**src/rtl/gbprocessor_pkg.sv**
```systemverilog
// Shared constants for the instruction issuer: FSM state encodings, default
// FIFO depth / inter-instruction gap and the instruction driven while idle.
package gbprocessor_pkg;

  localparam int DEFAULT_DEPTH = 16;
  localparam int DEFAULT_GAP   = 0;

  localparam logic [7:0] IDLE_INSTR = 8'h00;

  localparam logic [2:0] ST_IDLE  = 3'd0;
  localparam logic [2:0] ST_ISSUE = 3'd1;
  localparam logic [2:0] ST_WAIT  = 3'd2;
  localparam logic [2:0] ST_DRAIN = 3'd3;
  localparam logic [2:0] ST_DONE  = 3'd4;

endpackage

```
**src/rtl/sync_fifo.sv**
```systemverilog
// Single-clock FIFO with power-of-two depth; pointers carry one extra wrap
// bit so full and empty are distinguishable. Storage is not reset.
module sync_fifo #(
  parameter int DEPTH = 16,
  parameter int W     = 8
) (
  input  logic                     i_clk,
  input  logic                     i_rst_n,
  input  logic                     i_push,
  input  logic [W-1:0]             i_din,
  input  logic                     i_pop,
  output logic [W-1:0]             o_head,
  output logic                     o_full,
  output logic                     o_empty,
  output logic [$clog2(DEPTH):0]   o_level
);

  localparam int AW = $clog2(DEPTH);

  logic [W-1:0] r_mem [DEPTH];
  logic [AW:0]  r_wr_ptr;
  logic [AW:0]  r_rd_ptr;
  logic         w_do_push;
  logic         w_do_pop;

  assign w_do_push = i_push && !o_full;
  assign w_do_pop  = i_pop && !o_empty;

  always_ff @(posedge i_clk) begin
    if (!i_rst_n) begin
      r_wr_ptr <= '0;
      r_rd_ptr <= '0;
    end else begin
      if (w_do_push) r_wr_ptr <= r_wr_ptr + (AW+1)'(1);
      if (w_do_pop)  r_rd_ptr <= r_rd_ptr + (AW+1)'(1);
    end
  end

  always_ff @(posedge i_clk) begin
    if (w_do_push) r_mem[r_wr_ptr[AW-1:0]] <= i_din;
  end

  assign o_empty = (r_wr_ptr == r_rd_ptr);
  assign o_full  = (r_wr_ptr[AW] != r_rd_ptr[AW]) &&
                   (r_wr_ptr[AW-1:0] == r_rd_ptr[AW-1:0]);
  assign o_head  = r_mem[r_rd_ptr[AW-1:0]];
  assign o_level = r_wr_ptr - r_rd_ptr;

endmodule

```
**src/rtl/gbinstr_issuer.sv**
```systemverilog
// Buffers host-written instruction bytes, then on start issues them to the
// processor one per ISSUE cycle and captures the register snapshot at the end.
module gbinstr_issuer
  import gbprocessor_pkg::*;
#(
  parameter int DEPTH = DEFAULT_DEPTH,
  parameter int GAP   = DEFAULT_GAP
) (
  input  logic                     clock,
  input  logic                     reset,
  input  logic [7:0]               wr_data,
  input  logic                     wr_valid,
  output logic                     wr_ready,
  input  logic                     start,
  output logic [7:0]               instruction,
  output logic                     valid,
  input  logic [63:0]              probe,
  output logic                     busy,
  output logic                     done,
  output logic [63:0]              result,
  output logic [$clog2(DEPTH):0]   issued_cnt,
  output logic [2:0]               o_dbg_state
);

  localparam int AW = $clog2(DEPTH);
  localparam int GW = (GAP > 1) ? $clog2(GAP) : 1;
  localparam logic [GW-1:0] GAP_RELOAD = GW'((GAP > 0) ? GAP - 1 : 0);

  logic [2:0]    r_state;
  logic [GW-1:0] r_gap_cnt;
  logic [AW:0]   r_issued_cnt;
  logic [63:0]   r_result;

  logic          w_in_idle;
  logic          w_in_issue;
  logic          w_push;
  logic          w_full;
  logic          w_empty;
  logic          w_last;
  logic [7:0]    w_head;
  logic [AW:0]   w_level;

  assign w_in_idle  = (r_state == ST_IDLE);
  assign w_in_issue = (r_state == ST_ISSUE);

  // Host write handshake: a byte transfers on a clock edge where wr_valid and
  // wr_ready are both high; wr_ready depends only on state and FIFO fullness.
  assign wr_ready = w_in_idle && !w_full;
  assign w_push   = wr_valid && wr_ready;
  assign w_last   = (w_level == (AW+1)'(1));

  sync_fifo #(
    .DEPTH (DEPTH),
    .W     (8)
  ) u_fifo (
    .i_clk   (clock),
    .i_rst_n (reset),
    .i_push  (w_push),
    .i_din   (wr_data),
    .i_pop   (w_in_issue),
    .o_head  (w_head),
    .o_full  (w_full),
    .o_empty (w_empty),
    .o_level (w_level)
  );

  always_ff @(posedge clock) begin
    if (!reset) begin
      r_state      <= ST_IDLE;
      r_gap_cnt    <= '0;
      r_issued_cnt <= '0;
      r_result     <= '0;
    end else begin
      case (r_state)
        ST_IDLE: begin
          // A write accepted on the start edge counts toward this run.
          if (start) begin
            r_issued_cnt <= '0;
            r_state      <= (w_empty && !w_push) ? ST_DONE : ST_ISSUE;
          end
        end
        ST_ISSUE: begin
          r_issued_cnt <= r_issued_cnt + (AW+1)'(1);
          if (w_last) begin
            r_state <= ST_DRAIN;
          end else if (GAP > 0) begin
            r_state   <= ST_WAIT;
            r_gap_cnt <= GAP_RELOAD;
          end else begin
            r_state <= ST_ISSUE;
          end
        end
        ST_WAIT: begin
          if (r_gap_cnt == '0) r_state <= ST_ISSUE;
          else r_gap_cnt <= r_gap_cnt - GW'(1);
        end
        ST_DRAIN: begin
          r_result <= probe;
          r_state  <= ST_DONE;
        end
        ST_DONE:  r_state <= ST_IDLE;
        default:  r_state <= ST_IDLE;
      endcase
    end
  end

  assign valid       = w_in_issue;
  assign instruction = w_in_issue ? w_head : IDLE_INSTR;
  assign busy        = !w_in_idle;
  assign done        = (r_state == ST_DONE);
  assign result      = r_result;
  assign issued_cnt  = r_issued_cnt;
  assign o_dbg_state = r_state;

endmodule

```
**config.mk**
```make
export PLATFORM = sky130hd
export DESIGN_NAME = gbinstr_issuer
export DESIGN_NICKNAME = d
export VERILOG_FILES = /design/src/rtl/gbprocessor_pkg.sv /design/src/rtl/sync_fifo.sv /design/src/rtl/gbinstr_issuer.sv
export SDC_FILE = /design/constraint.sdc
export NUM_CORES = 1
export LEC_CHECK = 0
export CAP_MARGIN = 40
export CORE_MARGIN = 1.5
export CORE_UTILIZATION = 29
export DETAILED_ROUTE_END_ITERATION = 10
export PLACE_DENSITY_LB_ADDON = 0.25
export REMOVE_ABC_BUFFERS = 1
export SLEW_MARGIN = 20
export SYNTH_ARGS = -nofsm -noshare
export SYNTH_HDL_FRONTEND = slang
export SYNTH_SLANG_ARGS = --single-unit
```
**constraint.sdc**
```tcl
create_clock -name clock -period 2.8 [get_ports clock]
set_input_delay 0.56 -clock clock [delete_from_list [all_inputs] [get_ports clock]]
set_output_delay 0.56 -clock clock [all_outputs]
set_load 0.02 [all_outputs]
```
; Word level (Yosys, flattened, before mapping)
; Memories as Yosys holds them, arrays and structs flattened. A register that Yosys moved wholly into a read port is not among the register bits.
; Index checks and enable logic that the tools add are counted.
[word_totals]
register_bits = 83
n_memories = 1
mem_bits_rw = 128
in_bits = 76
wordCells = 49
[memory_table]
columns = memory, depth, word_bits, rd, rd_ports_with_merged_regs, write_ports, line
row1 = u_fifo.r_mem, 16, 8, 1, 1, 1, sync_fifo.sv:20  ; logic [W-1:0] r_mem [DEPTH];
[op_classes]
mux = 13
n_reduce_logical = 14
eq_ne = 10
addsub = 5
[op_table]
columns = op, count
row1 = $add 5x1->5 const B, 3
row2 = $pmux 3 s4, 1
row3 = $pmux 5 s2, 1
row4 = $mux 3, 3
row5 = $mux 4, 2
row6 = $mux 8, 1
row7 = $eq 3x2->1 const B, 2
row8 = $logic_and 1x1->1, 6
row9 = $eq 5x1->1 const B, 1
row10 = $eq 5x5->1, 1
row11 = $mux 5, 1
row12 = $sub 5x5->5, 1
row13 = $eq 4x4->1, 1
row14 = $logic_not 1->1, 4
row15 = $ne 2x2->1 const B, 2
row16 = $reduce_and 2->1, 2
row17 = $eq 3x1->1 const B, 1
row18 = $eq 3x3->1 const B, 1
row19 = $logic_not 3->1, 1
row20 = $mux 1, 3
row21 = $mux 2, 1
row22 = $reduce_bool 2->1, 1
row23 = $ne 1x1->1, 1
row24 = $sub 1x1->1 const B, 1

; Longest topological paths before layout
[logic_depth]
depth_word = 10
ltp_mapped = 7

; By module
; A second synthesis with hierarchy kept.
[hier_totals]
cells_unflattened = 647
area_unflattened_um2 = 8374.3
[modules_own_cells]
columns = mod, n_inst, seq_area_each_um2, area_each_um2, cells_each
row1 = sync_fifo, 1, 4124.0, 5691.7, 304
row2 = gbinstr_issuer, 1, 1441.4, 2682.6, 343

; Worst setup path after synthesis
; Ideal clock, no wire load.
[synth_path]
path_type = reg2reg
from = reg u_fifo.r_rd_ptr[1]
to = mem u_fifo.r_mem[0][0] (enable)
path_stages_with_launch = 7
period_less_slack_ns = 2.383
slack_ns = 0.417
required_time_ns = 2.417
t_arrival_ns = 2.000
path_cell_list = dfxtp_1 inv_1 ha_1 nand4_1 o21a_1 nand2_1 nor3_1
[synth_between]
elab_chain_len = 8
[synth_rtl]
columns = element, line
row1 = "start, declared", sync_fifo.sv:22  ; logic [AW:0] r_rd_ptr;
row2 = "start signal, assigned", sync_fifo.sv:35  ; if (w_do_pop) r_rd_ptr <= r_rd_ptr + (AW+1)'(1);
row3 = $eq 4x4->1 *, sync_fifo.sv:45  ; (r_wr_ptr[AW-1:0] == r_rd_ptr[AW-1:0]);
row4 = $logic_and 1x1->1 *, sync_fifo.sv:44  ; assign o_full = (r_wr_ptr[AW] != r_rd_ptr[AW]) &&
row5 = $logic_not 1->1 *, "sync_fifo.sv:26, gbinstr_issuer.sv:48"
row6 = $logic_and 1x1->1, gbinstr_issuer.sv:48  ; assign wr_ready = w_in_idle && !w_full;
row7 = $logic_and 1x1->1, gbinstr_issuer.sv:49  ; assign w_push = wr_valid && wr_ready;
row8 = $logic_and 1x1->1 *, sync_fifo.sv:26  ; assign w_do_push = i_push && !o_full;
row9 = $mux 1 *, sync_fifo.sv:40  ; if (w_do_push) r_mem[r_wr_ptr[AW-1:0]] <= i_din;
row10 = $mux 1 (not written as such) *, sync_fifo.sv:40
row11 = "end, declared", sync_fifo.sv:20
; Mark *: on every way between the ends. The rest lies on a longest branch, timed or not.

==> flow_metrics.py <==
metrics = {
    "placement": {
        "hpwl_um": 14300,
        "gp_congestion": 0.748,
        "dpl_cell_area_sq_mm": 0.0108,
        "numPortBuffers": 159,
        "dp.cells": 1176,
    },
    "drt": {
        "drt-pass1-iter-count": 4,
        "detailroute.via_count": 5630,
        "vias_per_cell": 4.58,
        "drc": 0,
        "ant_nets": 0,
        "wire_per_inst_um": 17.3,
        "first_iter_violations": 272,
        "wirelength_um": 21200,
    },
    "sta": {
        "setup_violations": 4,
        "final_hold_viol_count": 0,
        "max_slew_margin": 0.551,
        "worst_slew_pin_slew_ns": 0.671,
        "period_share": 1.00,
        "maxSlewViolCount": 0,
        "fmax_ghz": 0.356,
        "min_period_ns": 2.81,
        "layout_setup_ws_ns": -0.00984,
        "rsz0062_at_grt": "yes",
        "fin_skew_ns": 0.00721,
    },
    "grt": {
        "grt_pass1_vias": 5790,
        "overflow": 0,
        "grt_antenna_before_repair": 0,
        "grt_max_degree": 70,
        "grt_first_pass_wirelength_um": 33200,
        "grt_usage": 0.140,
    },
    "synth": {
        "synth_warnings": 0,
        "syn_area_per_cell_sq_um": 13.5,
        "ys_ff_latch": 214,
        "seq_area_frac_synth": 0.657,
        "syn_area_sq_mm": 0.00848,
        "synth.distinct_cells": 54,
        "postSynthCellCount": 627,
    },
    "clock_tree": {
        "cts_made_buffers": 25,
        "path_clk_slew_ns": 0.06,
        "clock_path_buffers": 3,
        "insertion_delay_ns": 0.53,
        "cts_root_buf": "clkbuf_16",
        "h-tree-depth": 1,
        "cts_tree": "built",
        "clock-sinks": 214,
    },
    "worst_setup_path": {
        "regToRegEndpoint": "u_fifo.r_mem[2][3]$_DFFE_PP_",
        "required_ns": 2.24,
        "rr_worst_depth": 8,
        "critPathLaunchType": "register",
        "max_stage_delay_ns": 0.50,
        "crit_arrival_ns": 2.25,
        "crit_family": "compound AO/OA/AOI/OAI gates",
        "cp_max_fo": 7,
        "criticalPathCategory": "reg2out",
        "crit_buf_inv": 2,
        "cp-end-kind": "primary output",
        "ff2ff_setup_slack_ns": 0.53,
        "slowest_stage": "mux4_2",
        "r2r-start": "u_fifo.r_rd_ptr[1]$_SDFFE_PN0P_",
        "path_cells": "buf_12 -> mux4_2 -> a22o_1 -> a221o_1 -> buf_6",
    },
    "die": {
        "die_h_um": 174,
        "start_util": 0.295,
        "io_pins": 160,
        "die_area_sq_mm": 0.0303,
        "core.rowCount": 62,
        "core_sq_mm": 0.0287,
        "die_width_um": 174,
    },
    "layout": {
        "design_area_sq_mm": 0.0117,
        "finalNonFillerCells": 1228,
        "multi_input_area_sq_mm": 0.00274,
        "mostFrequentLayoutCell": "clkdlybuf4s50_1",
        "layout_common_cells": "149 x clkdlybuf4s50_1, 137 x nand2_1, 128 x edfxtp_1",
        "fillCellCount": 2736,
        "areaGrowthSynthToFinish_pct": 37.9,
        "num_antenna_cells": 0,
        "regArea_sq_mm": 0.00558,
        "final_layout_size_suffix_gt1_frac": 0.167,
        "nets": 912,
    },
    "hold_path": {
        "hold_path_startpoint": "reset",
        "holdPathStages": 3,
        "hold_path_class": "in2reg",
        "worstHoldEndpoint": "o_dbg_state[0]$_SDFFE_PN0P_",
    },
    "flow_run": {
        "maxCapViolations": 0,
    },
    "status": {
        "status": "complete, but fails checks",
        "violations": "negative setup slack",
    },
    "pwr": {
        "max-vdd-ir-drop_mv": 0.401,
        "p_leak_nw": 3.84,
        "power_mw": 7.74,
        "p_per_area_mw_per_mm2": 662,
    },
}
[repair_timing]
item                                    CTS  global route
hold buffers                              0             0
pin swaps                                 6             5
endpoints found under the setup margin    9             9
gates resized for setup                  56             8
buffers inserted                          5             1
cloned                                    1             1
[through the flow]
stage	setup TNS, ns	util	hold slack, ns	setup slack [ns]
6_report	-0.0233	0.407	0.394	-0.00984
5_1_grt	-0.390	0.407	0.412	-0.0708
4_1_cts	-0.492	0.406	0.383	-0.115
3_5_place_dp	0	0.375	0.457	0.0166
3_3_place_gp	0	0.375	0.449	0.0321
2_1_floorplan	-9.54	-	0.478	-0.249
[per-layer routing]
| metal | vias up | track usage | part of all wire | wire length (um) |
|---|---|---|---|---|
| met1 | 2736 | 0.181 | 0.44 | 9230 |
| met5 | - | 0 | 0 | 0 |
| li1 | 2678 | - | - | - |
| met4 | 0 | 0.0348 | 0.020 | 426 |
| met2 | 189 | 0.218 | 0.45 | 9520 |
| met3 | 27 | 0.0573 | 0.095 | 2020 |
[worst max path at each step]
stage	end	cells after the start
floorplan	instruction[0]	3
global placement	instruction[5]	7
detailed placement	instruction[5]	7
CTS	instruction[7]	6
global route	instruction[2]	5
finish	instruction[2]	5
[worst register-to-register path: cells and delay by family, from the launching register on]
kind                       cells  cell delay, ns
adders and majority gates      1            0.30
and+or+nand+nor                3            0.48
DFF                            1            0.45
buffers and inverters          3            0.47
AOI/OAI and AO/OA              1            0.27
[state kept, by name, indices dropped and copies added, names as in the netlist, named ones only]
register and count:
u_fifo.r_rd_ptr 5, issued_cnt 5, o_dbg_state 3, result 64, u_fifo.r_wr_ptr 5, u_fifo.r_mem 128
[cells by family (layout without fill, tap and decap cells)]
group | Yosys count | after routing | share of synthesized area
buffers and inverters | 44 | 261 | 0.0244
xor gates and xnor gates | 9 | 9 | 0.00930
AOI/OAI and AO/OA | 107 | 107 | 0.0967
adders and majority gates | 11 | 11 | 0.0171
DFF | 214 | 214 | 0.657
muxes | 39 | 39 | 0.0905
and+or+nand+nor | 203 | 203 | 0.105
[cell type report]
type / count / share of cell area
clock inverters: 10 / 0.00749
well taps: 384 / 0.0411
repair buffers: 207 / 0.176
inverters: 8 / 0.00364
clock buffers: 36 / 0.0605
multi-input cells: 369 / 0.234
flip-flops and latches: 214 / 0.477
[power breakdown]
part           switching, mW  internal (mW)  total, mW
clock                   1.28           1.85       3.13
sequential            0.0468           3.42       3.47
combinational          0.551          0.588       1.14
total                   1.88           5.86       7.74
[cells in the mapped netlist, drive strengths merged]
| cell | instances | area [sq um] |
|---|---|---|
| a2111oi | 1 | 15.0 |
| a21boi | 66 | 495 |
| a21o | 1 | 7.51 |
| a21oi | 6 | 30.0 |
| a221o | 7 | 70.1 |
| a22o | 6 | 52.6 |
| a22oi | 1 | 7.51 |
| a311o | 1 | 10.0 |
| a31oi | 2 | 12.5 |
| and2 | 8 | 50.1 |
| and3 | 2 | 12.5 |
| buf | 11 | 70.1 |
| clkbuf | 25 | 93.8 |
| clkinv | 1 | 16.3 |
| dfxtp | 86 | 1720 |
| edfxtp | 128 | 3840 |
| fa | 1 | 20.0 |
| ha | 10 | 125 |
| inv | 7 | 26.3 |
| mux2 | 1 | 11.3 |
| mux2i | 8 | 80.1 |
| mux4 | 30 | 676 |
| nand2 | 137 | 514 |
| nand2b | 4 | 25.0 |
| nand3 | 4 | 20.0 |
| nand3b | 1 | 7.51 |
| nand4 | 2 | 12.5 |
| nand4b | 1 | 8.76 |
| nor2 | 23 | 88.8 |
| nor2b | 4 | 25.0 |
| nor3 | 7 | 40.0 |
| nor3b | 2 | 26.3 |
| nor4b | 1 | 15.0 |
| o2111ai | 1 | 8.76 |
| o211ai | 3 | 27.5 |
| o21a | 2 | 15.0 |
| o21ai | 8 | 51.3 |
| o2bb2ai | 1 | 8.76 |
| o31ai | 1 | 7.51 |
| or2 | 1 | 6.26 |
| or3 | 4 | 25.0 |
| or3b | 1 | 8.76 |
| or4 | 1 | 7.51 |
| xnor2 | 7 | 61.3 |
| xor2 | 2 | 17.5 |
Power figures use the tool's default switching activity.
